[config.mk]
export PLATFORM = sky130hd
export DESIGN_NAME = rom_arbiter
export DESIGN_NICKNAME = d
export VERILOG_FILES = /design/src/rtl/rom_arbiter.sv
export SDC_FILE = /design/constraint.sdc
export NUM_CORES = 1
export LEC_CHECK = 0
export ABC_CLOCK_PERIOD_IN_PS = 4040
export BUFFER_PORTS_ARGS = -buffer_cell sky130_fd_sc_hd__buf_2
export CAP_MARGIN = 20
export CORE_UTILIZATION = 49
export CTS_CLUSTER_DIAMETER = 200
export DETAILED_ROUTE_END_ITERATION = 6
export PLACE_DENSITY = 0.78
export SYNTH_ARGS = -nofsm -noshare
export SYNTH_HDL_FRONTEND = slang
export SYNTH_SLANG_ARGS = --single-unit
export TNS_END_PERCENT = 1
[constraint.sdc]
create_clock -name clk -period 4.04 [get_ports clk]
set_input_delay 0.606 -clock clk [delete_from_list [all_inputs] [get_ports clk]]
set_output_delay 0.606 -clock clk [all_outputs]
set_load 0.1 [all_outputs]
[src/rtl/rom_arbiter.sv]
// Shares one synchronous instruction ROM between the IFU and the LSU read path.
// Optional anti-starvation guard for the LSU is enabled with ROM_ARB_STARVE_GUARD_EN.
module rom_arbiter #(
  parameter int          ADDR_W     = 16,
  parameter int          STARVE_MAX = 4,
  parameter logic [63:0] PC_RST     = 64'h0000_0000_8000_0000
) (
  input  logic              clk,
  input  logic              rst_n,
  input  logic              i_ifu_req_valid,
  output logic              o_ifu_req_ready,
  input  logic [63:0]       i_ifu_req_addr,
  output logic              o_ifu_rsp_valid,
  input  logic              i_ifu_rsp_ready,
  output logic [31:0]       o_ifu_rsp_inst,
  output logic              o_ifu_rsp_err,
  input  logic              i_lsu_req_valid,
  output logic              o_lsu_req_ready,
  input  logic [63:0]       i_lsu_req_addr,
  input  logic              i_lsu_req_dword,
  output logic              o_lsu_rsp_valid,
  input  logic              i_lsu_rsp_ready,
  output logic [63:0]       o_lsu_rsp_data,
  output logic              o_lsu_rsp_err,
  output logic              o_rom_en,
  output logic [ADDR_W-1:0] o_rom_idx,
  input  logic [31:0]       i_rom_rdata,
  output logic [1:0]        o_dbg_state
);

  // Handshakes: a transfer happens on a rising clk edge where valid & ready are both 1.
  // req_ready may depend combinationally on either port's req_valid; rsp_valid never
  // depends on rsp_ready, and rsp payload is held while rsp_valid & !rsp_ready.

  typedef enum logic [1:0] {
    ST_IDLE    = 2'd0,
    ST_IFU_RD  = 2'd1,
    ST_LSU_RD0 = 2'd2,
    ST_LSU_RD1 = 2'd3
  } state_t;

  state_t r_state;
  state_t w_state_nxt;

  logic [64:0]       w_ifu_diff;
  logic [64:0]       w_lsu_diff;
  logic [ADDR_W-1:0] w_ifu_idx;
  logic [ADDR_W-1:0] w_lsu_idx;
  logic              w_ifu_fault;
  logic              w_lsu_fault;
  logic              w_ifu_elig;
  logic              w_lsu_elig;
  logic              w_lsu_prio;
  logic              w_ifu_grant;
  logic              w_lsu_grant;

  logic [ADDR_W-1:0] r_lsu_idx;
  logic              r_lsu_dword;
  logic [31:0]       r_lsu_lo;

  logic              r_ifu_rsp_valid;
  logic [31:0]       r_ifu_rsp_inst;
  logic              r_ifu_rsp_err;
  logic              r_lsu_rsp_valid;
  logic [63:0]       r_lsu_rsp_data;
  logic              r_lsu_rsp_err;

  // Bit 64 of diff is the borrow (addr below PC_RST). PC_RST is 8-byte aligned, so the
  // low offset bits equal the low address bits.
  function automatic logic addr_fault(input logic [64:0] diff, input logic dword);
    logic below;
    logic above;
    logic misalign;
    logic second_oob;
    below      = diff[64];
    above      = |diff[63:ADDR_W+2];
    misalign   = (diff[1:0] != 2'b00) | (dword & diff[2]);
    second_oob = dword & (&diff[ADDR_W+1:2]);
    return below | above | misalign | second_oob;
  endfunction

  assign w_ifu_diff  = {1'b0, i_ifu_req_addr} - {1'b0, PC_RST};
  assign w_lsu_diff  = {1'b0, i_lsu_req_addr} - {1'b0, PC_RST};
  assign w_ifu_idx   = w_ifu_diff[ADDR_W+1:2];
  assign w_lsu_idx   = w_lsu_diff[ADDR_W+1:2];
  assign w_ifu_fault = addr_fault(w_ifu_diff, 1'b0);
  assign w_lsu_fault = addr_fault(w_lsu_diff, i_lsu_req_dword);

  assign w_ifu_elig = i_ifu_req_valid & (r_state != ST_IFU_RD)
                    & (!r_ifu_rsp_valid | i_ifu_rsp_ready);
  assign w_lsu_elig = i_lsu_req_valid & (r_state != ST_LSU_RD0) & (r_state != ST_LSU_RD1)
                    & (!r_lsu_rsp_valid | i_lsu_rsp_ready);

  assign w_lsu_grant = rst_n & (r_state == ST_IDLE) & w_lsu_elig & (!w_ifu_elig | w_lsu_prio);
  assign w_ifu_grant = rst_n & (r_state == ST_IDLE) & w_ifu_elig & !w_lsu_grant;

  assign o_ifu_req_ready = w_ifu_grant;
  assign o_lsu_req_ready = w_lsu_grant;

`ifdef ROM_ARB_STARVE_GUARD_EN
  localparam int CNT_W = $clog2(STARVE_MAX + 1);
  logic [CNT_W-1:0] r_starve_cnt;

  assign w_lsu_prio = (r_starve_cnt == CNT_W'(STARVE_MAX));

  always_ff @(posedge clk or negedge rst_n) begin
    if (!rst_n) begin
      r_starve_cnt <= '0;
    end else if (w_lsu_grant) begin
      r_starve_cnt <= '0;
    end else if (w_ifu_grant & w_lsu_elig & !w_lsu_prio) begin
      r_starve_cnt <= r_starve_cnt + CNT_W'(1);
    end
  end
`else
  assign w_lsu_prio = 1'b0;
`endif

  always_ff @(posedge clk or negedge rst_n) begin
    if (!rst_n) begin
      r_state <= ST_IDLE;
    end else begin
      r_state <= w_state_nxt;
    end
  end

  // The second dword beat is issued while the first beat's data returns.
  always_comb begin
    w_state_nxt = r_state;
    o_rom_en    = 1'b0;
    o_rom_idx   = '0;
    case (r_state)
      ST_IDLE: begin
        if (w_ifu_grant) begin
          o_rom_idx = w_ifu_idx;
          if (!w_ifu_fault) begin
            o_rom_en    = 1'b1;
            w_state_nxt = ST_IFU_RD;
          end
        end else if (w_lsu_grant) begin
          o_rom_idx = w_lsu_idx;
          if (!w_lsu_fault) begin
            o_rom_en    = 1'b1;
            w_state_nxt = ST_LSU_RD0;
          end
        end
      end
      ST_IFU_RD: w_state_nxt = ST_IDLE;
      ST_LSU_RD0: begin
        if (r_lsu_dword) begin
          o_rom_en    = 1'b1;
          o_rom_idx   = r_lsu_idx + ADDR_W'(1);
          w_state_nxt = ST_LSU_RD1;
        end else begin
          w_state_nxt = ST_IDLE;
        end
      end
      ST_LSU_RD1: w_state_nxt = ST_IDLE;
      default:    w_state_nxt = ST_IDLE;
    endcase
  end

  always_ff @(posedge clk or negedge rst_n) begin
    if (!rst_n) begin
      r_lsu_idx   <= '0;
      r_lsu_dword <= 1'b0;
      r_lsu_lo    <= '0;
    end else begin
      if (w_lsu_grant & !w_lsu_fault) begin
        r_lsu_idx   <= w_lsu_idx;
        r_lsu_dword <= i_lsu_req_dword;
      end
      if (r_state == ST_LSU_RD0) begin
        r_lsu_lo <= i_rom_rdata;
      end
    end
  end

  // Loads take priority over a pop, so a same-cycle pop and load keeps rsp_valid high.
  always_ff @(posedge clk or negedge rst_n) begin
    if (!rst_n) begin
      r_ifu_rsp_valid <= 1'b0;
      r_ifu_rsp_inst  <= '0;
      r_ifu_rsp_err   <= 1'b0;
    end else if (r_state == ST_IFU_RD) begin
      r_ifu_rsp_valid <= 1'b1;
      r_ifu_rsp_inst  <= i_rom_rdata;
      r_ifu_rsp_err   <= 1'b0;
    end else if (w_ifu_grant & w_ifu_fault) begin
      r_ifu_rsp_valid <= 1'b1;
      r_ifu_rsp_inst  <= '0;
      r_ifu_rsp_err   <= 1'b1;
    end else if (i_ifu_rsp_ready) begin
      r_ifu_rsp_valid <= 1'b0;
    end
  end

  always_ff @(posedge clk or negedge rst_n) begin
    if (!rst_n) begin
      r_lsu_rsp_valid <= 1'b0;
      r_lsu_rsp_data  <= '0;
      r_lsu_rsp_err   <= 1'b0;
    end else if ((r_state == ST_LSU_RD0) & !r_lsu_dword) begin
      r_lsu_rsp_valid <= 1'b1;
      r_lsu_rsp_data  <= {32'h0, i_rom_rdata};
      r_lsu_rsp_err   <= 1'b0;
    end else if (r_state == ST_LSU_RD1) begin
      r_lsu_rsp_valid <= 1'b1;
      r_lsu_rsp_data  <= {i_rom_rdata, r_lsu_lo};
      r_lsu_rsp_err   <= 1'b0;
    end else if (w_lsu_grant & w_lsu_fault) begin
      r_lsu_rsp_valid <= 1'b1;
      r_lsu_rsp_data  <= '0;
      r_lsu_rsp_err   <= 1'b1;
    end else if (i_lsu_rsp_ready) begin
      r_lsu_rsp_valid <= 1'b0;
    end
  end

  assign o_ifu_rsp_valid = r_ifu_rsp_valid;
  assign o_ifu_rsp_inst  = r_ifu_rsp_inst;
  assign o_ifu_rsp_err   = r_ifu_rsp_err;
  assign o_lsu_rsp_valid = r_lsu_rsp_valid;
  assign o_lsu_rsp_data  = r_lsu_rsp_data;
  assign o_lsu_rsp_err   = r_lsu_rsp_err;
  assign o_dbg_state     = r_state;

endmodule

## Yosys cells after proc, flatten, opt, wreduce, memory -nomap -nowiden

Cells that the tools add are included.
Widths: inputs -> output; s select.

| word-level totals | value |
|---|---|
| register bits | 151 |
| input bits | 167 |
| output and inout port bits | 121 |
| logic and storage cells | 97 |

| cells by class | value |
|---|---|
| $add $sub $neg | 3 |
| eq/ne operators | 9 |
| muxes and demuxes | 33 |
| bitwise gates (word level) | 24 |
| reductions and logical operators | 18 |

Operator list:

| operator | count |
|---|---|
| $mux 64 | 3 |
| $sub 64x32->65 const B | 2 |
| $reduce_or 46->1 | 2 |
| $mux 32 | 2 |
| $mux 16 | 3 |
| $pmux 16 s2 | 1 |
| $mux 1 | 17 |
| $add 16x1->16 const B | 1 |
| $and 1x1->1 | 16 |
| $reduce_and 16->1 | 1 |
| $mux 2 | 5 |
| $ne 3x3->1 const B | 3 |
| $or 1x1->1 | 8 |
| $logic_not 1->1 | 6 |
| $pmux 2 s3 | 1 |
| $reduce_bool 2->1 | 3 |
| $reduce_bool 3->1 | 2 |
| $eq 2x2->1 const B | 2 |
| $ne 2x2->1 const B | 2 |
| $reduce_bool 4->1 | 1 |
| $reduce_and 3->1 | 1 |
| $eq 2x1->1 const B | 1 |
| $logic_not 2->1 | 1 |
| $ne 2x1->1 const B | 1 |
| other kinds (2) | 2 |

## Longest topological paths before layout

Gate-level depths: netlist (run 1).

| depth | value |
|---|---|
| word-level depth | 11 |
| depth in mapped cells | 11 |
| depth with buffers taken out | 9 |

## Least setup slack after synthesis (run 1)

No wires, ideal clock.

| path | value |
|---|---|
| path kind | reg2out |
| start | register r_state[0] (netlist: o_dbg_state[0]) |
| end | output o_rom_idx[10] |
| arrival time | 3.923 ns |
| data required time | 3.434 ns |
| slack | -0.489 ns |
| stages on the path, launching flop included | 8 |
| path buffers | 2 |
| cell sequence | dfrtp_1 nor3b_1 nand3_1 a21oi_1 clkbuf_1 clkbuf_1 a22oi_1 o21ai_0 |

| on the way | value |
|---|---|
| cells in the longest elaborated chain, start to end | 10 |
| elaborated cells between the ends (all ways) | 20 |
| those cells by class | eq/ne (4); mux (3); bitwise (10); reduce/logical (3) |

RTL lines:

| item | RTL line | source |
|---|---|---|
| from (decl) | 42 | `state_t r_state;` |
| from (signal assigned) | 123 | `r_state <= w_state_nxt;` |
| $ne 2x2->1 | 91 | `assign w_lsu_elig = i_lsu_req_valid & (r_state != ST_LSU_RD0) & (r_state != ST_LSU_RD1)` |
| $and 1x1->1 (2 in series) | 91 |  |
| $and 1x1->1 | 92 | `& (!r_lsu_rsp_valid \| i_lsu_rsp_ready);` |
| $and 1x1->1 | 94 | `assign w_lsu_grant = rst_n & (r_state == ST_IDLE) & w_lsu_elig & (!w_ifu_elig \| w_lsu_prio);` |
| $and 1x1->1 * | 94 |  |
| via o_lsu_req_ready | 18 | `output logic o_lsu_req_ready,` |
| $logic_not 1->1 | 95 | `assign w_ifu_grant = rst_n & (r_state == ST_IDLE) & w_ifu_elig & !w_lsu_grant;` |
| $and 1x1->1 | 95 |  |
| $mux 16 * | 134 | `if (w_ifu_grant) begin` |
| $pmux 16 s2 * | 132 | `case (r_state)` |
| to (decl) | 26 | `output logic [ADDR_W-1:0] o_rom_idx,` |

The timed path passes the listed nets; every way through them passes the cells marked *.

## Final worst setup path (run 1)

| path | value |
|---|---|
| start | input i_ifu_req_addr[37] |
| end | output o_rom_en |

| on the way | value |
|---|---|
| cells in the longest elaborated chain, start to end | 7 |

RTL lines:

| item | RTL line | source |
|---|---|---|
| from (decl) | 12 | `input logic [63:0] i_ifu_req_addr,` |
| $sub 64x32->65 * | 82 | `assign w_ifu_diff = {1'b0, i_ifu_req_addr} - {1'b0, PC_RST};` |
| $reduce_or 46->1 | 76 | `above = \|diff[63:ADDR_W+2];` |
| $or 1x1->1 * (2 in series) | 79 | `return below \| above \| misalign \| second_oob;` |
| $mux 1 * | 136 | `if (!w_ifu_fault) begin` |
| $mux 1 * | 134 |  |
| $pmux 1 s2 * | 132 |  |
| to (decl) | 25 | `output logic o_rom_en,` |

Every way passes the cells marked *; elsewhere a longest branch is shown, timed or not.

==> impl_metrics.py, run 1 <==
metrics = {
    "cts": {
        "clk_pin_slew_worst_paths_ns": 0.06,
        "clock_sinks": 151,
        "cts_tree": "built",
        "cts_hold_buf": 0,
        "cts_max_level": 4,
        "clkLatencyLatePin_ns": 0.43,
        "root_buffer": "clkbuf_16",
        "cts-resized-gates": 0,
        "clock_path_buffers": 2,
        "cts_setup_buffers": 0,
        "numCtsBuffers": 17,
    },
    "die": {
        "die_h_um": 126,
        "die_area_um2": 15900,
        "rows": 44,
        "start_util": 0.511,
        "io_pins": 288,
        "core_um2": 14800,
        "die_w_um": 126,
    },
    "routing": {
        "dr_total_vias": 7077,
        "detail_route.vias_per_cell": 5.91,
        "drc": 0,
        "wl_per_cell_um": 18.3,
        "ant_nets": 0,
        "drt_first_pass_iters": 7,
        "drtIter0Drc": 460,
        "totalWireLength_um": 21900,
    },
    "timing": {
        "rsz0062_at_grt": "no",
        "slew_headroom": 0.400,
        "setup_viol": 0,
        "period_needed_ns": 3.73,
        "slew_violations": 0,
        "period_share": 0.922,
        "fin_skew_ns": 0.00952,
        "max_freq_mhz": 268,
        "tightest_slew_ns": 0.900,
        "finalHoldViolCount": 0,
    },
    "grt": {
        "overflow": 0,
        "grt_pass1_wl_um": 34200,
        "grt_pass1_vias": 6701,
        "track_usage": 0.277,
        "grt_start_max_net_pins": 82,
        "antenna_found_initial": 1,
    },
    "worst_setup_path": {
        "arrival_ns": 3.12,
        "path_max_fanout": 9,
        "critPathRequiredTime_ns": 3.43,
        "start_kind": "input port",
        "critPathKind": "input port to output pin",
        "end_kind": "output pin",
    },
    "synth": {
        "ys_seq_area_frac": 0.501,
        "syn_nets": 886,
        "async_flop_share": 1.00,
        "ys.warnings.count": 0,
        "syn_area_per_cell_um2": 10.5,
        "synth-edff-count": 0,
        "ys_types": 57,
        "ys_ff_latch": 151,
        "netlist_instances": 716,
        "synthFlopType": "dfrtp_1",
        "netlist_area_um2": 7540,
    },
    "layout": {
        "areaGrowthSynthToFinish_pct": 34.1,
        "design_area_um2": 10100,
        "nets": 1170,
        "fin_util": 0.685,
        "drive_gt1_frac": 0.403,
    },
    "pwr": {
        "cellPowerDensity_nw_per_um2": 348,
        "p_leak_nw": 5.44,
        "vdd_ir_drop_max_uv": 291,
    },
    "status": {
        "status": "finished, final reports clean",
    },
    "flow_run": {
        "maxCapViolations": 0,
    },
    "worst_hold_path": {
        "hp-class": "input port to asynchronous set/reset pin",
    },
    "placement": {
        "place_congestion": 0.828,
        "dp.final_hpwl_um": 15400,
        "io_buffers": 287,
        "post_dp_cell_area_um2": 9470,
    },
}
[layer usage]
metal | up-vias | share of wire | GRT usage
li1 | 3224 | - | -
met1 | 3488 | 0.40 | 0.330
met2 | 317 | 0.51 | 0.481
met3 | 48 | 0.063 | 0.0616
met4 | 0 | 0.031 | 0.118
met5 | - | 0 | 0
[report_power, final]
group          leakage [nW]  switching, mW  total (mW)  internal, mW
combinational          3.24          0.269       0.414         0.145
sequential             1.91        0.00140        1.52          1.51
clock                 0.287          0.620        1.59         0.972
[critical path, cell delays in order]
cell,delay (ns)
buf_2,0.11
nor4_4,0.24
buf_4,0.20
nand4_4,0.11
or3_1,0.40
or3_1,0.35
a2111o_1,0.42
nor4_1,0.18
buf_4,0.16
a21o_1,0.15
buf_12,0.18
[synthesized netlist by cell type (all sizes together), types with 2 or more instances]
| master | number | area share |
|---|---|---|
| a2111oi | 2 | 0.0023 |
| a21o | 33 | 0.033 |
| a21oi | 36 | 0.039 |
| a221o | 4 | 0.0053 |
| a22o | 32 | 0.037 |
| a22oi | 13 | 0.013 |
| a32o | 32 | 0.042 |
| buf | 9 | 0.013 |
| clkbuf | 37 | 0.018 |
| dfrtp | 151 | 0.50 |
| ha | 3 | 0.0050 |
| inv | 13 | 0.0065 |
| mux2 | 16 | 0.024 |
| mux2i | 33 | 0.044 |
| nand2 | 113 | 0.056 |
| nand2b | 8 | 0.0066 |
| nand3 | 12 | 0.0080 |
| nand4 | 18 | 0.017 |
| nor2 | 26 | 0.013 |
| nor2b | 3 | 0.0025 |
| nor3 | 15 | 0.010 |
| nor3b | 3 | 0.0030 |
| nor4 | 19 | 0.019 |
| nor4b | 5 | 0.0058 |
| o211ai | 2 | 0.0020 |
| o21ai | 25 | 0.017 |
| or2 | 3 | 0.0025 |
| or3 | 6 | 0.0050 |
| or4 | 5 | 0.0050 |
| xnor2 | 9 | 0.010 |
| xor2 | 11 | 0.013 |
[layout make-up]
type | instances | area (um2)
diodes | 1 | 2.50
clock buffers | 21 | 480
clock inverters | 11 | 123
fillers | 1163 | 4640
inverters | 13 | 48.8
multi-input cells | 506 | 3520
flip-flops and latches | 151 | 3780
well taps | 184 | 230
repair buffers | 311 | 1930
[per-stage QoR]
step | hold WS (ns) | worst slack (ns) | power (mW) | cells | TNS [ns]
floorplan | 0.310 | -0.207 | 1.72 | 716 | -0.620
global placement | 0.454 | 0.261 | 1.95 | 1163 | 0
detailed placement | 0.460 | 0.218 | 1.95 | 1164 | 0
CTS | 0.396 | 0.199 | 3.53 | 1196 | 0
global route | 0.402 | 0.0529 | 3.64 | 1198 | 0
finish | 0.371 | 0.315 | 3.52 | 1198 | 0
[sequential cells by signal, summed over array words and instances (netlist names)]
name             count
o_ifu_rsp_inst      32
r_lsu_lo            32
r_lsu_dword          1
o_ifu_rsp_valid      1
o_dbg_state          2
r_lsu_idx           16
o_lsu_rsp_valid      1
o_ifu_rsp_err        1
o_lsu_rsp_data      64
o_lsu_rsp_err        1
[path summary, 6_finish.rpt]
kind	slack [ns]	cells past startpoint	endpoint	start
worst max register to register	1.56	8	r_lsu_idx[7]	o_dbg_state[0]
max in group asynchronous	2.56	4	r_lsu_lo[27]	rst_n
worst min-delay path	0.37	2	o_dbg_state[0]	rst_n
worst max-delay path	0.31	11	o_rom_en	i_ifu_req_addr[37]
worst min register to register	0.47	1	o_lsu_rsp_data[25]	o_lsu_rsp_data[25]
min in group clk	0.41	3	r_lsu_idx[3]	i_lsu_req_addr[5]
[logic make-up (layout without fill, tap and decap cells)]
| kind of cell | Yosys count | after routing | synth area share |
|---|---|---|---|
| simple gates | 244 | 244 | 0.162 |
| compound gates | 190 | 190 | 0.203 |
| xor+xnor | 20 | 20 | 0.0232 |
| other cells | 0 | 1 | 0 |
| mux | 49 | 49 | 0.0677 |
| fa+ha+maj | 3 | 3 | 0.00498 |
| flops | 151 | 151 | 0.501 |
| buf+inv | 59 | 356 | 0.0375 |
[cells in the final DEF, fill, tap and decap left out, types with 22 or more instances in the layout]
cell / synthesis / final
buf_2: 4 / 268
dfrtp_1: 151 / 151
nand2_1: 113 / 113
mux2i_1: 33 / 33
a21o_1: 33 / 33
a32o_1: 32 / 32
a22o_1: 32 / 32
a21oi_2: 30 / 30
nor2_1: 26 / 24
buf_4: 0 / 22
Note: power is estimated with default switching activity, not from simulation.
==> run 2, diff against run 1 <==
--- a/config.mk
+++ b/config.mk
@@ -5,13 +5,13 @@
 export SDC_FILE = /design/constraint.sdc
 export NUM_CORES = 1
 export LEC_CHECK = 0
-export ABC_CLOCK_PERIOD_IN_PS = 4040
+export ABC_CLOCK_PERIOD_IN_PS = 3360
 export BUFFER_PORTS_ARGS = -buffer_cell sky130_fd_sc_hd__buf_2
 export CAP_MARGIN = 20
-export CORE_UTILIZATION = 49
+export CORE_UTILIZATION = 45
 export CTS_CLUSTER_DIAMETER = 200
 export DETAILED_ROUTE_END_ITERATION = 6
-export PLACE_DENSITY = 0.78
+export PLACE_DENSITY = 0.75
 export SYNTH_ARGS = -nofsm -noshare
 export SYNTH_HDL_FRONTEND = slang
 export SYNTH_SLANG_ARGS = --single-unit
==> constraint.sdc (replaced) <==
create_clock -name clk -period 3.36 [get_ports clk]
set_input_delay 0.504 -clock clk [delete_from_list [all_inputs] [get_ports clk]]
set_output_delay 0.504 -clock clk [all_outputs]
set_load 0.1 [all_outputs]
==> impl_metrics.py, run 2 (synthesis results as in run 1) <==
metrics = {
    "status": {
        "status": "finished, violations left",
        "violations": "negative setup slack",
    },
    "worst_setup_path": {
        "end_kind": "output pin",
        "r2r-end": "r_lsu_idx[14]",
        "reg2reg_slack_ns": 1.03,
        "critPathKind": "input port to output pin",
        "cp.depth": 9,
        "path_max_fanout": 3,
        "critPathMaxStageDelay_ns": 0.52,
        "reg2regPathDepth": 7,
        "arrival_ns": 2.91,
        "path_cells": "buf_6 > or4_4 > or4_4 > or3_4 > a2111o_1 > nor4_2 > buf_4 > a21o_1 > buf_12",
        "critPathRequiredTime_ns": 2.86,
        "start_kind": "input port",
        "cp-startpoint": "i_ifu_req_addr[58]",
        "endpoint": "o_rom_en",
        "slowest_stage": "or4_4",
        "worst-path-buf-inv": 3,
        "cpLargestDelayFamily": "simple AND/OR/NAND/NOR gates",
        "critPathMostFrequentCell": "or4_4",
        "r2r_start": "o_dbg_state[0]",
    },
    "timing": {
        "finalHoldViolCount": 0,
        "slew_headroom": 0.407,
        "period_share": 1.02,
        "period_needed_ns": 3.42,
        "fin_setup_tns_ns": -0.0556,
        "tightest_slew_ns": 0.890,
        "max_freq_mhz": 293,
        "slew_violations": 0,
        "setup_viol": 1,
        "fin_skew_ns": 0.00531,
        "hold_ws_ns": 0.282,
        "rsz0062_at_grt": "yes",
        "finalWorstSetupSlack_ns": -0.0556,
    },
    "routing": {
        "drtIter0Drc": 372,
        "detail_route.vias_per_cell": 5.62,
        "drc": 0,
        "ant_nets": 0,
        "dr_total_vias": 7021,
        "wl_per_cell_um": 17.7,
        "drt_first_pass_iters": 6,
        "totalWireLength_um": 22200,
    },
    "flow_run": {
        "maxCapViolations": 0,
    },
    "die": {
        "start_util": 0.468,
        "die_w_um": 131,
        "core_um2": 16100,
        "die_area_um2": 17300,
        "die_h_um": 131,
        "io_pins": 288,
        "rows": 46,
    },
    "cts": {
        "cts_tree": "built",
        "clkLatencyLatePin_ns": 0.42,
        "clock_path_buffers": 2,
        "numCtsBuffers": 17,
        "root_buffer": "clkbuf_16",
        "cts_max_level": 4,
        "cts_hold_buf": 0,
        "clk_pin_slew_worst_paths_ns": 0.06,
        "clock_sinks": 151,
    },
    "layout": {
        "multi_input_comb_area_um2": 3570,
        "layout_commonest_cell": "buf_2",
        "areaGrowthSynthToFinish_pct": 39.0,
        "register_area_um2": 3780,
        "fill_cells": 1292,
        "largest_reg_flops": 64,
        "design_area_um2": 10500,
        "fin_cells": 1250,
        "final_cell_mix": "264 x buf_2, 151 x dfrtp_1, 113 x nand2_1",
        "drive_gt1_frac": 0.421,
        "fin_util": 0.650,
        "nets": 1190,
    },
    "pwr": {
        "cellPowerDensity_nw_per_um2": 424,
        "vdd_ir_drop_max_uv": 357,
        "p_leak_nw": 5.60,
        "total_power_mw": 4.44,
    },
    "worst_hold_path": {
        "hp-class": "input port to asynchronous set/reset pin",
    },
    "grt": {
        "track_usage": 0.256,
        "grt_pass1_vias": 6957,
        "grt_pass1_wl_um": 35200,
        "overflow": 0,
        "antenna_found_initial": 1,
        "grt_start_max_net_pins": 83,
    },
    "placement": {
        "place_congestion": 0.867,
        "dpl.cell_count": 1212,
        "post_dp_cell_area_um2": 9670,
        "io_buffers": 287,
        "pre_cts_ws_ns": -0.227,
        "dp.final_hpwl_um": 15500,
    },
}
## run 2: routing by layer
metal  track usage  vias to the layer above  share of wire
li1              -                     3268              -
met1         0.301                     3429           0.39
met2         0.458                      286           0.52
met3        0.0432                       38          0.053
met5             0                        -              0
met4         0.112                        0          0.029
## run 2: layout make-up
type | instances | share of cell area
antenna | 1 | 0.000239
inverter | 13 | 0.00466
clock inverter | 10 | 0.0183
multi-input combinational | 506 | 0.341
sequential | 151 | 0.361
timing repair buffer | 331 | 0.206
clock buffer | 22 | 0.0443
tap | 216 | 0.0258
## run 2: worst min-delay path by stage
| stage | from | endpoint | slack (ns) |
|---|---|---|---|
| after floorplan | rst_n | o_dbg_state[0] | 0.21 |
| after global placement | o_lsu_rsp_data[0] | o_lsu_rsp_data[0] | 0.45 |
| after detailed placement | o_lsu_rsp_data[21] | o_lsu_rsp_data[21] | 0.46 |
| after CTS | i_lsu_req_addr[5] | r_lsu_idx[3] | 0.31 |
| after global routing | i_lsu_req_addr[5] | r_lsu_idx[3] | 0.32 |
| final | rst_n | o_ifu_rsp_valid | 0.28 |
## run 2: timing repair
action | 4_1_cts | 5_1_grt
pin swaps | 1 | 5
setup endpoints to repair | 1 | 1
buffers inserted | 1 | 2
gates resized for setup | 5 | 9
## run 2: power breakdown
part / switching [mW] / internal (mW)
sequential: 0.00141 / 1.82
combinational: 0.332 / 0.192
clock: 0.729 / 1.36
total: 1.06 / 3.38
==> run 3, diff against run 2 <==
--- a/config.mk
+++ b/config.mk
@@ -12,6 +12,7 @@
 export CTS_CLUSTER_DIAMETER = 200
 export DETAILED_ROUTE_END_ITERATION = 6
 export PLACE_DENSITY = 0.75
+export RECOVER_POWER = 25
 export SYNTH_ARGS = -nofsm -noshare
 export SYNTH_HDL_FRONTEND = slang
 export SYNTH_SLANG_ARGS = --single-unit
==> impl_metrics.py, run 3 (synthesis results as in run 1) <==
metrics = {
    "pwr": {
        "cellPowerDensity_nw_per_um2": 424,
        "total_power_mw": 4.44,
        "p_leak_nw": 5.59,
        "vdd_ir_drop_max_uv": 385,
    },
    "timing": {
        "finalWorstSetupSlack_ns": -0.0557,
        "slew_violations": 104,
        "finalHoldViolCount": 0,
        "period_share": 1.02,
        "slew_headroom": -0.172,
        "tightest_slew_ns": 1.76,
        "period_needed_ns": 3.42,
        "setup_viol": 1,
        "max_freq_mhz": 293,
        "fin_skew_ns": 0.00735,
        "rsz0062_at_grt": "yes",
    },
    "routing": {
        "dr_total_vias": 6984,
        "drtIter0Drc": 399,
        "drc": 0,
        "ant_nets": 0,
        "detail_route.vias_per_cell": 5.59,
        "totalWireLength_um": 22000,
        "wl_per_cell_um": 17.6,
        "drt_first_pass_iters": 4,
    },
    "die": {
        "io_pins": 288,
        "die_h_um": 131,
        "rows": 46,
        "die_w_um": 131,
        "core_um2": 16100,
        "die_area_um2": 17300,
        "start_util": 0.468,
    },
    "placement": {
        "dp.final_hpwl_um": 15500,
        "io_buffers": 287,
        "place_congestion": 0.867,
        "post_dp_cell_area_um2": 9670,
        "dpl.cell_count": 1212,
    },
    "grt": {
        "overflow": 0,
        "antenna_found_initial": 1,
        "track_usage": 0.256,
        "grt_start_max_net_pins": 83,
        "grt_pass1_wl_um": 35200,
        "grt_pass1_vias": 6957,
    },
    "worst_hold_path": {
        "min_from": "i_lsu_req_addr[5]",
        "hp-class": "input port to flip-flop",
        "hold-path-cell-count": 3,
        "holdPathEnd": "r_lsu_idx[3]",
    },
    "cts": {
        "numCtsBuffers": 17,
        "clock_sinks": 151,
        "root_buffer": "clkbuf_16",
        "cts_max_level": 4,
        "clkLatencyLatePin_ns": 0.42,
        "cts_tree": "built",
        "clk_pin_slew_worst_paths_ns": 0.06,
        "clock_path_buffers": 2,
    },
    "flow_run": {
        "maxCapViolations": 2,
    },
    "layout": {
        "multi_input_comb_area_um2": 3570,
        "areaGrowthSynthToFinish_pct": 38.7,
        "largest_reg_flops": 64,
        "final_cell_mix": "264 x buf_2, 151 x dfrtp_1, 113 x nand2_1",
        "layout_commonest_cell": "buf_2",
        "fill_cells": 1292,
        "drive_gt1_frac": 0.419,
        "register_area_um2": 3780,
        "fin_cells": 1250,
        "design_area_um2": 10500,
        "nets": 1190,
    },
    "worst_setup_path": {
        "slowest_stage": "or4_4",
        "critPathRequiredTime_ns": 2.86,
        "start_kind": "input port",
        "worst-path-buf-inv": 3,
        "path_cells": "buf_6 > or4_4 > or4_4 > or3_4 > a2111o_1 > nor4_2 > buf_4 > a21o_1 > buf_12",
        "r2r-end": "r_lsu_lo[15]",
        "critPathKind": "input port to output pin",
        "reg2regPathDepth": 4,
        "cpLargestDelayFamily": "simple AND/OR/NAND/NOR gates",
        "r2r_start": "o_dbg_state[0]",
        "path_max_fanout": 3,
        "end_kind": "output pin",
        "reg2reg_slack_ns": 1.01,
        "critPathMostFrequentCell": "or4_4",
        "arrival_ns": 2.91,
        "critPathMaxStageDelay_ns": 0.52,
    },
    "status": {
        "violations": "max-capacitance violations, max-slew violations, negative setup slack",
        "status": "finished, violations left",
    },
}
run 3: cell count changes in the layout (fill, tap and decap cells not counted):
cell / previous run / this run
buf_4: 39 / 36
clkbuf_1: 3 / 5
clkbuf_2: 0 / 2
buf_6: 4 / 3
run 3: final cells by class:
cell class	count	area share
sequential	151	0.361
timing repair buffer	331	0.204
antenna	1	0.000239
tap	216	0.0258
clock inverter	10	0.0183
inverter	13	0.00466
clock buffer	22	0.0444
multi-input combinational	506	0.341
run 3: metrics by stage:
step | utilization | worst slack (ns) | TNS, ns | hold WS (ns)
after floorplan | - | -0.482 | -4.37 | 0.208
after global placement | 0.600 | -0.138 | -0.138 | 0.455
after detailed placement | 0.600 | -0.227 | -3.05 | 0.460
after CTS | 0.643 | -0.140 | -0.140 | 0.310
after global routing | 0.649 | -0.0941 | -0.0941 | 0.325
final | 0.649 | -0.0557 | -0.0557 | 0.320
run 3: what timing repair did:
item | CTS | global route
hold endpoints to repair | 0 | 0
hold buffers | 0 | 0
setup endpoints to repair | 1 | 1
resized for setup | 5 | 9
pin swaps | 1 | 5
setup buffers | 1 | 2
run 3: how the worst max path moves through the flow:
stage,startpoint,endpoint,cells after the start
finish,i_ifu_req_addr[58],o_rom_en,9
global route,i_ifu_req_addr[58],o_rom_en,9
CTS,i_ifu_req_addr[35],o_rom_en,10
detailed placement,i_ifu_req_addr[40],o_rom_en,10
global placement,i_ifu_req_addr[37],o_rom_en,10
floorplan,o_dbg_state[0],o_rom_idx[11],7
run 3: worst min-delay path: cells and delay by family:
family	cells	cell delay (ns)
buf+inv	1	0.09
compound gates	1	0.06
simple gates	1	0.05
run 3: per-layer routing:
metal	GRT usage	share of wire	vias to the layer above
met5	0	0	-
met4	0.112	0.029	0
met3	0.0432	0.050	39
met2	0.458	0.52	267
met1	0.301	0.40	3407
li1	-	-	3271
run 3: power breakdown:
group          total [mW]  leakage, nW  switching (mW)  internal [mW]
sequential           1.82         1.91         0.00121           1.82
combinational       0.522         3.36           0.332          0.191
clock                2.09        0.312           0.730           1.36
